--- src/rtl/r305_cmd_tx.sv ---
// ============================================================================
// Module   : r305_cmd_tx
// Brief    : R305 fingerprint command packet framer feeding a byte UART TX.
//            Optional pkt_count output when R305_PKT_COUNT_EN is defined.
// Revision : 1.0 - initial release
// ============================================================================
`default_nettype none

module r305_cmd_tx #(
    parameter logic [31:0] ADDR = 32'hFFFF_FFFF
) (
    input  logic        fp_clk,
    input  logic        reset,
    input  logic        cmd_valid,
    input  logic [7:0]  cmd_code,
    input  logic [2:0]  param_len,
    input  logic [39:0] params,
    output logic        cmd_ready,
    output logic        tx_start,
    output logic [7:0]  tx_data,
    input  logic        tx_busy,
    output logic        pkt_done
`ifdef R305_PKT_COUNT_EN
    ,
    output logic [7:0]  pkt_count
`endif
);

    localparam logic [2:0] c_IDLE = 3'd0;
    localparam logic [2:0] c_SEND = 3'd1;
    localparam logic [2:0] c_HOLD = 3'd2;
    localparam logic [2:0] c_WAIT = 3'd3;
    localparam logic [2:0] c_DONE = 3'd4;

    logic [2:0]  state_q,  state_d;
    logic [4:0]  idx_q,    idx_d;
    logic [7:0]  cmd_q,    cmd_d;
    logic [39:0] params_q, params_d;
    logic [2:0]  n_q,      n_d;
    logic [15:0] chk_q,    chk_d;
    logic [7:0]  last_q,   last_d;

    logic [4:0]  w_chk_idx;
    logic [4:0]  w_last_idx;
    logic [7:0]  w_cur_byte;
    logic        w_in_sum;
    logic        w_is_param;

    assign w_chk_idx  = 5'd10 + {2'b00, n_q};
    assign w_last_idx = w_chk_idx + 5'd1;
    assign w_is_param = (idx_q >= 5'd10) && (idx_q < w_chk_idx);
    assign w_in_sum   = (idx_q >= 5'd6) && (idx_q < w_chk_idx);

    // Param bytes always come from the top of params_q, which shifts as each one goes out.
    always_comb begin
        case (idx_q)
            5'd0:    w_cur_byte = 8'hEF;
            5'd1:    w_cur_byte = 8'h01;
            5'd2:    w_cur_byte = ADDR[31:24];
            5'd3:    w_cur_byte = ADDR[23:16];
            5'd4:    w_cur_byte = ADDR[15:8];
            5'd5:    w_cur_byte = ADDR[7:0];
            5'd6:    w_cur_byte = 8'h01;
            5'd7:    w_cur_byte = 8'h00;
            5'd8:    w_cur_byte = {5'd0, n_q} + 8'd3;
            5'd9:    w_cur_byte = cmd_q;
            default: begin
                if (w_is_param)
                    w_cur_byte = params_q[39:32];
                else if (idx_q == w_chk_idx)
                    w_cur_byte = chk_q[15:8];
                else
                    w_cur_byte = chk_q[7:0];
            end
        endcase
    end

    always_comb begin
        state_d  = state_q;
        idx_d    = idx_q;
        cmd_d    = cmd_q;
        params_d = params_q;
        n_d      = n_q;
        chk_d    = chk_q;
        last_d   = last_q;
        case (state_q)
            c_IDLE: begin
                idx_d = 5'd0;
                if (cmd_valid) begin
                    cmd_d    = cmd_code;
                    params_d = params;
                    n_d      = (param_len > 3'd5) ? 3'd5 : param_len;
                    chk_d    = 16'd0;
                    state_d  = c_SEND;
                end
            end
            c_SEND: begin
                if (!tx_busy) begin
                    last_d = w_cur_byte;
                    if (w_in_sum)
                        chk_d = chk_q + {8'd0, w_cur_byte};
                    if (w_is_param)
                        params_d = {params_q[31:0], 8'd0};
                    state_d = c_HOLD;
                end
            end
            // Covers the transmitter's one-cycle busy latency.
            c_HOLD: state_d = c_WAIT;
            c_WAIT: begin
                if (!tx_busy) begin
                    if (idx_q == w_last_idx) begin
                        state_d = c_DONE;
                    end else begin
                        idx_d   = idx_q + 5'd1;
                        state_d = c_SEND;
                    end
                end
            end
            c_DONE: begin
                idx_d   = 5'd0;
                state_d = c_IDLE;
            end
            default: begin
                idx_d   = 5'd0;
                state_d = c_IDLE;
            end
        endcase
    end

    always_ff @(posedge fp_clk) begin
        if (reset) begin
            state_q  <= c_IDLE;
            idx_q    <= 5'd0;
            cmd_q    <= 8'd0;
            params_q <= 40'd0;
            n_q      <= 3'd0;
            chk_q    <= 16'd0;
            last_q   <= 8'd0;
        end else begin
            state_q  <= state_d;
            idx_q    <= idx_d;
            cmd_q    <= cmd_d;
            params_q <= params_d;
            n_q      <= n_d;
            chk_q    <= chk_d;
            last_q   <= last_d;
        end
    end

    assign cmd_ready = (state_q == c_IDLE);
    assign tx_start  = (state_q == c_SEND) && !tx_busy;
    assign tx_data   = tx_start ? w_cur_byte : last_q;
    assign pkt_done  = (state_q == c_DONE);

`ifdef R305_PKT_COUNT_EN
    logic [7:0] pkt_count_q, pkt_count_d;

    assign pkt_count_d = pkt_done ? pkt_count_q + 8'd1 : pkt_count_q;

    always_ff @(posedge fp_clk) begin
        if (reset)
            pkt_count_q <= 8'd0;
        else
            pkt_count_q <= pkt_count_d;
    end

    assign pkt_count = pkt_count_q;
`endif

endmodule

`default_nettype wire

--- config.mk ---
export PLATFORM = sky130hd
export DESIGN_NAME = r305_cmd_tx
export DESIGN_NICKNAME = d
export VERILOG_FILES = /design/src/rtl/r305_cmd_tx.sv
export SDC_FILE = /design/constraint.sdc
export NUM_CORES = 1
export LEC_CHECK = 0
export CORE_ASPECT_RATIO = 0.75
export CORE_MARGIN = 4
export CORE_UTILIZATION = 30
export DETAILED_ROUTE_END_ITERATION = 7
export PLACE_DENSITY = 0.5
export SETUP_SLACK_MARGIN = 0.05
export SLEW_MARGIN = 20
export SYNTH_ARGS = -nofsm -noshare
export SYNTH_HDL_FRONTEND = slang
export SYNTH_SLANG_ARGS = --single-unit
--- constraint.sdc ---
create_clock -name fp_clk -period 8.7 [get_ports fp_clk]
set_input_delay 1.74 -clock fp_clk [delete_from_list [all_inputs] [get_ports fp_clk]]
set_output_delay 1.74 -clock fp_clk [all_outputs]
set_load 0.02 [all_outputs]
# Word level (Yosys, flattened, before mapping)
# Cells that the tools add are included.
[classes]
add_sub_neg = 5
magnitude_cmp = 4
eq_ne = 21
mux = 21
n_bitwise = 2
n_reduce_logical = 16
[ops]
columns = ["cell", "n"]
rows = [
  ["$mux W40", 3],
  ["$pmux W40 S2", 1],
  ["$mux W16", 3],
  ["$pmux W8 S6", 1],
  ["$pmux W16 S2", 1],
  ["$mux W8", 3],
  ["$eq A5 B3 Y1 const B", 4],
  ["$add A16 B8 Y16", 1],
  ["$mux W3", 5],
  ["$ne A2 B2 Y1 const B", 6],
  ["$pmux W3 S4", 1],
  ["$add A5 B1 Y5 const B", 2],
  ["$eq A5 B2 Y1 const B", 2],
  ["$eq A5 B4 Y1 const B", 2],
  ["$eq A5 B5 Y1", 2],
  ["$mux W5", 2],
  ["$pmux W5 S2", 1],
  ["$reduce_and A4 Y1", 2],
  ["$eq A3 B2 Y1 const B", 2],
  ["$reduce_and A3 Y1", 2],
  ["$add A4 B3 Y5 const A", 1],
  ["$eq A5 B1 Y1 const B", 1],
  ["$ge A5 B3 Y1 const B", 1],
  ["$ge A5 B4 Y1 const B", 1],
  ["other kinds (14)", 19],
]
[totals]
ff_bits = 83
output_inout_bits = 11
elab_cells = 76

# Depth between registers and ports, before layout
[logic_depth]
ltp_word = 9
mapped_depth = 19

# Worst setup path before layout
# No wires, ideal clock.
[synth_path]
path_type = "input-to-output"
startpoint = "in tx_busy"
endpoint = "out tx_data[0]"
arrival_time_ns = 3.295
t_required_ns = 6.960
setup_slack_ns = 3.665
cell_stages = 7
path_buffers = 2
path_cell_list = "and2b_2 -> nand2_1 -> inv_1 -> clkbuf_1 -> clkbuf_1 -> o21ai_0 -> nor2_1"
[synth_via]
elab_chain_len = 3
[synth_lines]
columns = ["item", "line", "source"]
rows = [
  ["start: declaration", "21", "input logic tx_busy,"],
  ["$logic_not A1 Y1", "151", "assign tx_start = (state_q == c_SEND) && !tx_busy;"],
  ["$logic_and A1 B1 Y1", "151", ""],
  ["net tx_start", "19", "output logic tx_start,"],
  ["$mux W8", "152", "assign tx_data = tx_start ? w_cur_byte : last_q;"],
  ["end: declaration", "20", "output logic [7:0] tx_data,"],
]
# The timed path passes the listed nets, and every way through them passes these cells.

# Worst setup path in the final report
[layout_path]
startpoint = "in tx_busy"
endpoint = "out tx_data[6]"
[layout_via]
elab_chain_len = 3
[layout_lines]
columns = ["item", "line"]
rows = [
  ["$logic_not A1 Y1", "151"],
  ["$logic_and A1 B1 Y1", "151"],
  ["$mux W8", "152"],
]
# No other way between the ends.

==> reports/metrics.cfg <==
[sta]
tns_ns = 0
hold_slack_ns = 0.455
clock_skew_ns = 0.00749
finalCriticalPeriod_ns = 6.09
fmax_mhz = 164
worstMarginPinSlew_ns = 0.797
maxSlewHeadroom_pct = 46.9
grt_setup_unrepaired = false
fin_crit_sh_pct = 70.1
slew_viol_final = 0
finalHoldViolCount = 0
finalSetupViolCount = 0

[detailed_routing]
vias = 4269
avgRoutedWirePerCell_um = 15.4
first_pass_iters = 4
drc_errors = 0
drt-initial-drc-count = 236
detail-route-antenna-nets = 0
vias_per_cell = 5.02
wl_um = 13100

[worst_setup_path]
start_kind = input port
cpPeakStageDelay_ns = 0.67
critPathKind = input port to output port
path_delay_family = buffers and inverters
worstPathMaxFanout = 20
setup.worst_path.end_class = output port
worst-path-buf-inv = 3
path_cells = clkdlybuf4s50_1 -> and2b_2 -> nand2_1 -> inv_1 -> nand2_1 -> nor2b_1 -> a211oi_1 -> clkdlybuf4s50_1
crit_required_ns = 6.96
cp_slowest_cell = clkdlybuf4s50_1
arrival_ns = 4.35

[clock_tree]
cts_buffer_depth = 2
clk_pin_slew_ns = 0.06
cts.sinks = 83
clock_latency_ns = 0.34
h-tree-depth = 3
cts_resized = 0
hold_buffers = 0
cts_made_buffers = 9
cts_root_buffer = clkbuf_16
cts_setup_buffers = 0
cts_tree = built

[global_route]
grt_overflow = 0
grt_max_degree = 74
antenna_found_initial = 0
grtUsageTotal_pct = 15.0
grt_pass1_vias = 4170
grt_pass1_wl_um = 21500

[finish]
fin_util_pct = 37.7
mostFrequentLayoutCell = nand2_1
area_delta_synth_final_pct = 22.8
final_cell_area_um2 = 5760
layout-drive-gt1-share_pct = 6.05
final_cell_mix = nand2_1, dfxtp_1, clkdlybuf4s50_1
layout.nets = 720
diodes = 0
num-fill-cells = 1579

[synthesis]
yosysWarnings = 0
avgSynthCellArea_um2 = 7.90
synth_top_area_cell = dfxtp_1
syn-num-nets = 674
synth_seq_cells = 83
synth.cell_area_um2 = 4690
synth_edf_count = 0
yosysSeqAreaShare_pct = 35.4
ys.flop_type = dfxtp_1
synth.area.top_cells = dfxtp_1, nand2_1, ha_1
syn_inst = 594
synth_top_area_share_pct = 35.4
yosysUniqueCellTypes = 56
async_flop_share_pct = 0

[pwr]
ir_drop_mv = 0.0862
cellLeakagePower_uw = 0.00212
p_per_area_nw_per_um2 = 171

[die]
die_w_um = 152
placement_rows = 39
io_pins = 66
die_h_um = 116
die_area_um2 = 17700
start_util_pct = 30.7
core_area_um2 = 15300

[place]
placed_cell_area_um2 = 5500
gp_congestion = 0.778
port-buffer-count = 65
dp_hpwl_um = 9710

[status]
status = finished clean

[job]
cap_violations = 0

[hold_path]
hp-class = register to register

[registers in the layout, indices dropped and copies added (netlist names)]
register and flops:
chk_q 16, cmd_q 8, idx_q 5, last_q 8, n_q 3, params_q 40
state_q 3
[area by class of cell]
type                    instances  area (µm²)  area share (%)
flip-flops and latches         83        1660            28.8
well taps                     205         256            4.45
multi-input cells             461        2840            49.3
inverters                      15        56.3           0.977
repair buffers                 70         683            11.9
clock buffers                  12         236            4.10
clock inverters                 4        27.5           0.478
[cell usage after synthesis, types with 6 or more instances]
| master | n |
|---|---|
| nand3b_1 | 6 |
| nand3_1 | 18 |
| nor3_1 | 8 |
| nand2b_1 | 6 |
| clkbuf_1 | 27 |
| nor2_1 | 63 |
| a311oi_1 | 32 |
| buf_2 | 6 |
| a21oi_1 | 44 |
| dfxtp_1 | 83 |
| mux2i_1 | 7 |
| or3_1 | 7 |
| a21o_1 | 6 |
| nor2b_1 | 8 |
| mux2_2 | 10 |
| nand2_1 | 116 |
| inv_1 | 15 |
| a211oi_1 | 13 |
| o21ai_0 | 13 |
| ha_1 | 23 |
| xnor2_1 | 12 |
[cell families (layout without fill, tap and decap cells)]
logic type	Yosys count	after routing	share of synthesized area, %
and+or+nand+nor	259	259	25.1
DFF	83	83	35.4
xor gates and xnor gates	17	17	3.33
muxes	17	17	3.89
AOI/OAI and AO/OA	143	143	21.1
adders and majority gates	25	25	6.98
buffers and inverters	50	101	4.24
[metal layers]
| layer | GRT usage (%) | up-vias | part of all wire (%) |
|---|---|---|---|
| li1 | - | 2211 | - |
| met1 | 21.4 | 1976 | 51 |
| met2 | 22.6 | 74 | 44 |
| met3 | 3.52 | 8 | 4.1 |
| met4 | 4.33 | 0 | 1.2 |
| met5 | 0 | - | 0 |
[tightest hold or removal path, delay by kind of cell (launching register included)]
kind	cells	cell delay (ns)
AOI/OAI and AO/OA	1	0.05
DFF	1	0.31
and+or+nand+nor	1	0.05
[per-stage QoR]
step,std cells,total power (µW),setup slack [ns]
2_1_floorplan,594,573,3.67
3_3_place_gp,834,647,2.63
3_5_place_dp,834,650,2.56
4_1_cts,850,1000,2.56
5_1_grt,850,1050,2.44
6_report,850,987,2.61
[report_power, final]
part           leakage, µW  internal [µW]  switching (µW)
clock             0.000119            193             154
combinational      0.00132           86.5             117
sequential        0.000679            413            23.9
[worst paths after layout]
check,from,end,cells after the start,slack (ns)
worst max-delay path,tx_busy,tx_data[6],8,2.61
worst min-delay path,params_q[4],params_q[4],2,0.46
worst max register to register,n_q[1],chk_q[12],18,3.97
worst min register to register,params_q[4],params_q[4],2,0.46
(Power assumes the default switching activity.)
